### src/rtl/instruction_fetch_stage.sv
// Fetch stage: issues PC requests to a 1-cycle synchronous instruction memory and
// queues {instruction, pc} pairs in a small credit-controlled FIFO toward decode.
module instruction_fetch_stage #(
    parameter int ADDR_W     = 8,
    parameter int INSTR_W    = 32,
    parameter int FIFO_DEPTH = 3
) (
    input  logic               clk,
    input  logic               reset,
    input  logic [ADDR_W-1:0]  pc_address,
    input  logic               pc_valid,
    output logic               pc_ready,
    output logic               imem_en,
    output logic [ADDR_W-1:0]  imem_addr,
    input  logic [INSTR_W-1:0] imem_rdata,
    input  logic               flush,
    output logic [INSTR_W-1:0] if_instr,
    output logic [ADDR_W-1:0]  if_pc,
    output logic               if_valid,
    input  logic               id_ready
);

    localparam int PTR_W = (FIFO_DEPTH > 1) ? $clog2(FIFO_DEPTH) : 1;
    // Wide enough to hold count plus the in-flight credit without overflow.
    localparam int CNT_W = $clog2(FIFO_DEPTH + 2);

    logic [CNT_W-1:0]   count_r;
    logic [PTR_W-1:0]   wr_ptr_r;
    logic [PTR_W-1:0]   rd_ptr_r;
    logic               inflight_r;
    logic [ADDR_W-1:0]  inflight_pc_r;
    logic               run_r;
    logic [INSTR_W-1:0] mem_instr_r [FIFO_DEPTH];
    logic [ADDR_W-1:0]  mem_pc_r    [FIFO_DEPTH];

    logic [CNT_W-1:0]   occupancy_s;
    logic               pc_ready_s;
    logic               accept_s;
    logic               push_s;
    logic               pop_s;
    logic               if_valid_s;

    function automatic logic [PTR_W-1:0] ptr_inc(input logic [PTR_W-1:0] p);
        if (p == PTR_W'(FIFO_DEPTH - 1)) begin
            ptr_inc = {PTR_W{1'b0}};
        end else begin
            ptr_inc = p + PTR_W'(1);
        end
    endfunction

    // Handshake decode; ready depends only on registered occupancy and flush.
    always_comb begin
        occupancy_s = count_r + CNT_W'(inflight_r);
        pc_ready_s  = run_r & ~flush & (occupancy_s < CNT_W'(FIFO_DEPTH));
        accept_s    = pc_valid & pc_ready_s;
        push_s      = inflight_r & ~flush;
        if_valid_s  = (count_r != {CNT_W{1'b0}});
        pop_s       = if_valid_s & id_ready & ~flush;
    end

    // Output drive.
    always_comb begin
        pc_ready  = pc_ready_s;
        imem_en   = accept_s;
        imem_addr = pc_address;
        if_valid  = if_valid_s;
        if_instr  = mem_instr_r[rd_ptr_r];
        if_pc     = mem_pc_r[rd_ptr_r];
    end

    // Holds pc_ready low until the first edge after reset release.
    always_ff @(posedge clk or negedge reset) begin
        if (!reset) begin
            run_r <= 1'b0;
        end else begin
            run_r <= 1'b1;
        end
    end

    // Tracks the single outstanding memory read and its PC.
    always_ff @(posedge clk or negedge reset) begin
        if (!reset) begin
            inflight_r    <= 1'b0;
            inflight_pc_r <= {ADDR_W{1'b0}};
        end else if (flush) begin
            inflight_r    <= 1'b0;
        end else begin
            inflight_r <= accept_s;
            if (accept_s) begin
                inflight_pc_r <= pc_address;
            end
        end
    end

    // FIFO pointers and occupancy; flush overrides push and pop.
    always_ff @(posedge clk or negedge reset) begin
        if (!reset) begin
            count_r  <= {CNT_W{1'b0}};
            wr_ptr_r <= {PTR_W{1'b0}};
            rd_ptr_r <= {PTR_W{1'b0}};
        end else if (flush) begin
            count_r  <= {CNT_W{1'b0}};
            wr_ptr_r <= {PTR_W{1'b0}};
            rd_ptr_r <= {PTR_W{1'b0}};
        end else begin
            if (push_s) begin
                wr_ptr_r <= ptr_inc(wr_ptr_r);
            end
            if (pop_s) begin
                rd_ptr_r <= ptr_inc(rd_ptr_r);
            end
            case ({push_s, pop_s})
                2'b10:   count_r <= count_r + CNT_W'(1);
                2'b01:   count_r <= count_r - CNT_W'(1);
                default: count_r <= count_r;
            endcase
        end
    end

    // FIFO storage; cleared on reset so the head reads as zero when empty.
    always_ff @(posedge clk or negedge reset) begin
        if (!reset) begin
            for (int i = 0; i < FIFO_DEPTH; i++) begin
                mem_instr_r[i] <= {INSTR_W{1'b0}};
                mem_pc_r[i]    <= {ADDR_W{1'b0}};
            end
        end else if (push_s) begin
            mem_instr_r[wr_ptr_r] <= imem_rdata;
            mem_pc_r[wr_ptr_r]    <= inflight_pc_r;
        end else begin
            mem_instr_r[wr_ptr_r] <= mem_instr_r[wr_ptr_r];
        end
    end

endmodule

### config.mk
export PLATFORM = sky130hd
export DESIGN_NAME = instruction_fetch_stage
export DESIGN_NICKNAME = d
export VERILOG_FILES = /design/src/rtl/instruction_fetch_stage.sv
export SDC_FILE = /design/constraint.sdc
export NUM_CORES = 1
export LEC_CHECK = 0
export ABC_AREA = 1
export BUFFER_PORTS_ARGS = -buffer_cell sky130_fd_sc_hd__buf_2
export CAP_MARGIN = 15
export CELL_PAD_IN_SITES_DETAIL_PLACEMENT = 1
export CELL_PAD_IN_SITES_GLOBAL_PLACEMENT = 1
export CORE_AREA = 2 2 126 128
export DETAILED_ROUTE_END_ITERATION = 7
export DIE_AREA = 0 0 128 130
export GPL_TIMING_DRIVEN = 0
export PLACE_DENSITY_LB_ADDON = 0.1
export SLEW_MARGIN = 15
export SYNTH_ARGS = -nofsm -noshare
export SYNTH_HDL_FRONTEND = slang
export SYNTH_SLANG_ARGS = --single-unit
### constraint.sdc
create_clock -name clk -period 4.7 [get_ports clk]
set_input_delay 0.235 -clock clk [delete_from_list [all_inputs] [get_ports clk]]
set_output_delay 0.235 -clock clk [all_outputs]
set_load 0.01 [all_outputs]
# After elaboration in Yosys (flattened, before gate mapping)
# Cells that the tools add are included.
[classes]
n_addsub = 5
n_eq_ne = 4
bitwise = 9
muxes = 26
n_reduce_logical = 6
n_lt_le_gt_ge = 4
[op_table]
columns = ["operator", "count"]
rows = [
  ["$bwmux W96", 2],
  ["$mux W32", 5],
  ["$bmux W32 S2", 2],
  ["$mux W96", 1],
  ["$demux W32 S2", 1],
  ["$bwmux W24", 1],
  ["$mux W8", 3],
  ["$bmux W8 S2", 1],
  ["$demux W8 S2", 1],
  ["$mux W2", 6],
  ["$and A1 B1 Y1", 6],
  ["$eq A2 B2 Y1 const B", 3],
  ["$ge A3 B3 Y1 const B", 2],
  ["$not A2 Y3", 2],
  ["$pmux W3 S2", 1],
  ["$reduce_bool A3 Y1", 2],
  ["$add A2 B1 Y2 const B", 2],
  ["$reduce_bool A2 Y1", 2],
  ["$add A3 B1 Y3", 1],
  ["$add A3 B1 Y3 const B", 1],
  ["$lt A3 B1 Y1 const B", 1],
  ["$lt A3 B2 Y1 const B", 1],
  ["$mux W3", 1],
  ["$sub A3 B1 Y3 const B", 1],
  ["5 further kinds", 5],
]
[totals]
out_inout_bits = 51
input_bits = 45
word_cells = 66
reg_bits = 137

# Longest topological paths before layout
[logic_depth]
ltp_word = 7
depth_mapped = 11
ltp_nobuf = 11

# Worst setup path after synthesis
# No wires, ideal clock.
[synth_path]
path_type = "flip-flop to output port"
startpoint = "register count_r[0]"
endpoint = "output port imem_en"
required_time_ns = 4.465
slack_ns = 3.001
t_arrival_ns = 1.464
path_buffers = 1
path_stages_with_launch = 9
path_cell_list = "dfrtp_1 ha_1 ha_1 nand2_1 o21ai_1 nor2_2 nand2_2 clkinv_2 buf_6"
[synth_between]
elab_chain_len = 4
[synth_rtl]
columns = ["item", "line_no", "source"]
rows = [
  ["start: declaration", "27", "logic [CNT_W-1:0] count_r;"],
  ["start signal: assignment", "98", "count_r <= {CNT_W{1'b0}};"],
  ["start signal: assignment", "102", "count_r <= {CNT_W{1'b0}};"],
  ["start signal: assignment", "113", "2'b10: count_r <= count_r + CNT_W'(1);"],
  ["$add A3 B1 Y3", "53", "occupancy_s = count_r + CNT_W'(inflight_r);"],
  ["$lt A3 B2 Y1", "54", "pc_ready_s = run_r & ~flush & (occupancy_s < CNT_W'(FIFO_DEPTH));"],
  ["$and A1 B1 Y1", "54", ""],
  ["net pc_ready", "12", "output logic pc_ready,"],
  ["$and A1 B1 Y1", "55", "accept_s = pc_valid & pc_ready_s;"],
  ["end: declaration", "13", "output logic imem_en,"],
]
# The timed path passes the listed nets, and every way through them passes these cells.

# Worst setup path after layout
[layout_path]
startpoint = "register rd_ptr_r[1]"
endpoint = "output port if_instr[9]"
[layout_between]
elab_chain_len = 4
[layout_rtl]
columns = ["item", "line_no", "source"]
rows = [
  ["start: declaration", "29", "logic [PTR_W-1:0] rd_ptr_r;"],
  ["start signal: assignment", "100", "rd_ptr_r <= {PTR_W{1'b0}};"],
  ["start signal: assignment", "104", "rd_ptr_r <= {PTR_W{1'b0}};"],
  ["start signal: assignment", "110", "rd_ptr_r <= ptr_inc(rd_ptr_r);"],
  ["$not A2 Y3 (implied by the code)", "67", "if_instr = mem_instr_r[rd_ptr_r];"],
  ["$bmux W32 S2", "67", ""],
  ["$mux W32 (implied by the code) (2 in a row)", "67", ""],
  ["end: declaration", "17", "output logic [INSTR_W-1:0] if_instr,"],
]
# No other way between the ends. The select of a mux whose other input is x is not followed.

==> results.cfg <==
[route]
routed-via-count = 7030
drc = 0
drt_iter0_drc = 551
vias_per_cell = 6.108
post_drt_wl_per_cell_um = 21.71
drt-pass1-iter-count = 5
routed_wirelength_um = 24990
final_antenna_net_count = 0

[die]
core-area_sq_um = 15420
num_rows = 46
die_h_um = 130
start_util = 0.4595
die-area_sq_um = 16640
ios = 96
fp.dieW_um = 128

[critical_path]
path_delay_family = buffers and inverters
path_buf_inv = 2
r2r_slack_ns = 2.88
crit_start = rd_ptr_r[1]$_DFFE_PN0P_
startpoint_type = flop
critical_path.endpoint = if_instr[9]
cp_cell_sequence = nor2_1, inv_1, o221ai_1, buf_2
r2r_end = count_r[2]$_DFFE_PN0P_
critPathKind = flop to output pin
cp_slowest_cell = nor2_1
critical_path_depth = 4
r2r_cells = 11
reg2reg_from = count_r[1]$_DFFE_PN0P_
cp.required_ns = 4.47
worst-path-max-fanout = 8
max_stage_delay_ns = 0.49
crit_path_end_kind = output pin
worstPathArrival_ns = 2.18

[logic_synthesis]
synth_most_common_cell = nand3_1
yosysWarnings = 0
synth_top_area_cell = dfrtp_1
yosys_register_bits = 137
syn_area_sq_um = 7088
synth.area.top_cells = dfrtp_1, nand3_1, o211ai_1, nand2_1, inv_1
avgSynthCellArea_sq_um = 8.540
seq_area_frac_synth = 0.4837
synth_ff_type = dfrtp_1
synthArstFlopShare = 1.000
synthCells = 830
synth_fp_nets = 878
synth-edff-count = 0
yosysUniqueCellTypes = 27
synth_top_area_share = 0.4837
synthTopCellsByCount = nand3_1, dfrtp_1, nand2_1, inv_1, o211ai_1

[timing]
tightest_slew_ns = 0.6633
worst_slew_margin_rel = 0.5578
fin_skew_ns = 0.007216
rsz0062_at_grt = no
maxSlewViolCount = 0
finalHoldViolations = 0
final.setup.tns_ns = 0
holdWs_ns = 0.02291
timing.final.crit_period_ns = 2.412
period_share = 0.5133
fmax_mhz = 414.5
setup_viol = 0

[grt]
grt-ovfl-total = 0
grtUsageTotal = 0.3143
grt_pass1_wl_um = 40210
first_global_vias = 7663
antenna_found_initial = 0
grt_max_degree = 84

[finish]
diodes = 0
drive_gt1_frac = 0.2148
stdcell_area_sq_um = 8462
fin_util = 0.5486
final_nets = 994
area_growth_pct = 19.38

[clocking]
cts-resized-gates = 0
root_buffer = clkbuf_16
numCtsBuffers = 17
cts_setup_buffers = 0
cts_hold_buf = 1
ctsHtreeMaxLevel = 4
clkLatencyLatePin_ns = 0.44
cts_tree = built
clock_sinks = 137
path_clk_slew_ns = 0.06
cts_buffer_depth = 2

[pwr]
pwr-share-comb = 0.355
ir_drop_mv = 0.4273
power_density_nw_per_um2 = 625.6
intPower_mw = 3.245
p_sw_frac = 0.3870
pwr-share-seq = 0.376
p_leak_nw = 3.959
p_sw_mw = 2.048
p_clk_frac = 0.269

[place]
dpl-instance-area_sq_um = 7841
numPortBuffers = 95
gp_congestion = 0.8305
dpl.hpwl_um = 16930

[run_status]
status = finished, final reports clean

[worst_hold_path]
hold_depth = 3
hold_path_class = input pin to flop

[job]
maxCapViolations = 0
[per-stage QoR]
stage	power [mW]	setup WS, ns	std cells
2_1_floorplan	3.104	3.001	830
3_3_place_gp	3.713	1.406	1117
3_5_place_dp	3.851	2.745	1118
4_1_cts	5.297	2.291	1151
5_1_grt	5.603	2.187	1151
6_report	5.294	2.288	1151
[cells in the final DEF (no fill, tap or decap), types with 8 or more instances in the layout]
cell type,count
o21ai_1,25
buf_2,131
o221ai_1,32
inv_1,83
nand3_1,235
clkbuf_1,10
buf_6,8
buf_4,18
o21ai_0,36
nand2_1,119
dfrtp_1,137
o211ai_1,64
clkbuf_16,17
[layout make-up]
class                   instances  area, sq um
clock buffers                  18        439.2
inverters                      90        341.6
well taps                     192        240.2
fillers                      1870         6963
multi-input cells             530         2870
repair buffers                 97        523.0
flip-flops and latches        137         3428
plain buffers                  73        447.9
clock inverters                14        171.4
[cells by family (layout without fill, tap and decap cells)]
logic type	count (synthesis)	count (layout)	share of synthesized area
fa+ha+maj	3	3	0.006354
compound gates	158	158	0.1511
other cells	1	1	0.0005291
flops	137	137	0.4837
simple gates	367	367	0.2457
buf+inv	163	292	0.1114
xor+xnor	1	1	0.001236
[routing by layer]
| layer | routed length (um) | vias to the layer above | part of all wire | global-route usage |
|---|---|---|---|---|
| met2 | 13140 | 240 | 0.53 | 0.5728 |
| li1 | - | 3125 | - | - |
| met5 | 0 | - | 0 | 0 |
| met4 | 506 | 0 | 0.020 | 0.1183 |
| met1 | 10100 | 3623 | 0.40 | 0.3719 |
| met3 | 1237 | 42 | 0.050 | 0.05658 |
[worst min path at each step]
stage	slack (ns)	end	start
final	0.02	inflight_r$_DFF_PN0_	pc_valid
after CTS	0.02	inflight_r$_DFF_PN0_	pc_valid
after detailed placement	0.19	mem_instr_r[43]$_DFFE_PN0P_	reset
after global routing	0.05	inflight_r$_DFF_PN0_	pc_valid
after floorplan	-0.06	count_r[0]$_DFFE_PN0P_	reset
after global placement	0.46	inflight_r$_DFF_PN0_	pc_valid
[state kept, by name, summed over array words and instances (netlist names)]
register / cells
rd_ptr_r: 2
wr_ptr_r: 2
inflight_pc_r: 8
count_r: 3
run_r: 1
mem_pc_r: 24
inflight_r: 1
mem_instr_r: 96
[worst min-delay path: cells and delay by family]
| kind | cells | cell delay, ns |
|---|---|---|
| AND/OR/NAND/NOR | 1 | 0.06 |
| buffers and inverters | 2 | 0.14 |
[power groups by stage]
stage	Clock [mW]	Combinational (mW)	Sequential, mW
after global placement	0	1.76	1.95
after floorplan	0	1.20	1.90
final	1.42	1.88	1.99
after detailed placement	0	1.86	2.00
after CTS	1.43	1.88	1.99
after global routing	1.47	2.08	2.05
No activity file was read; power rests on OpenSTA's default activity.
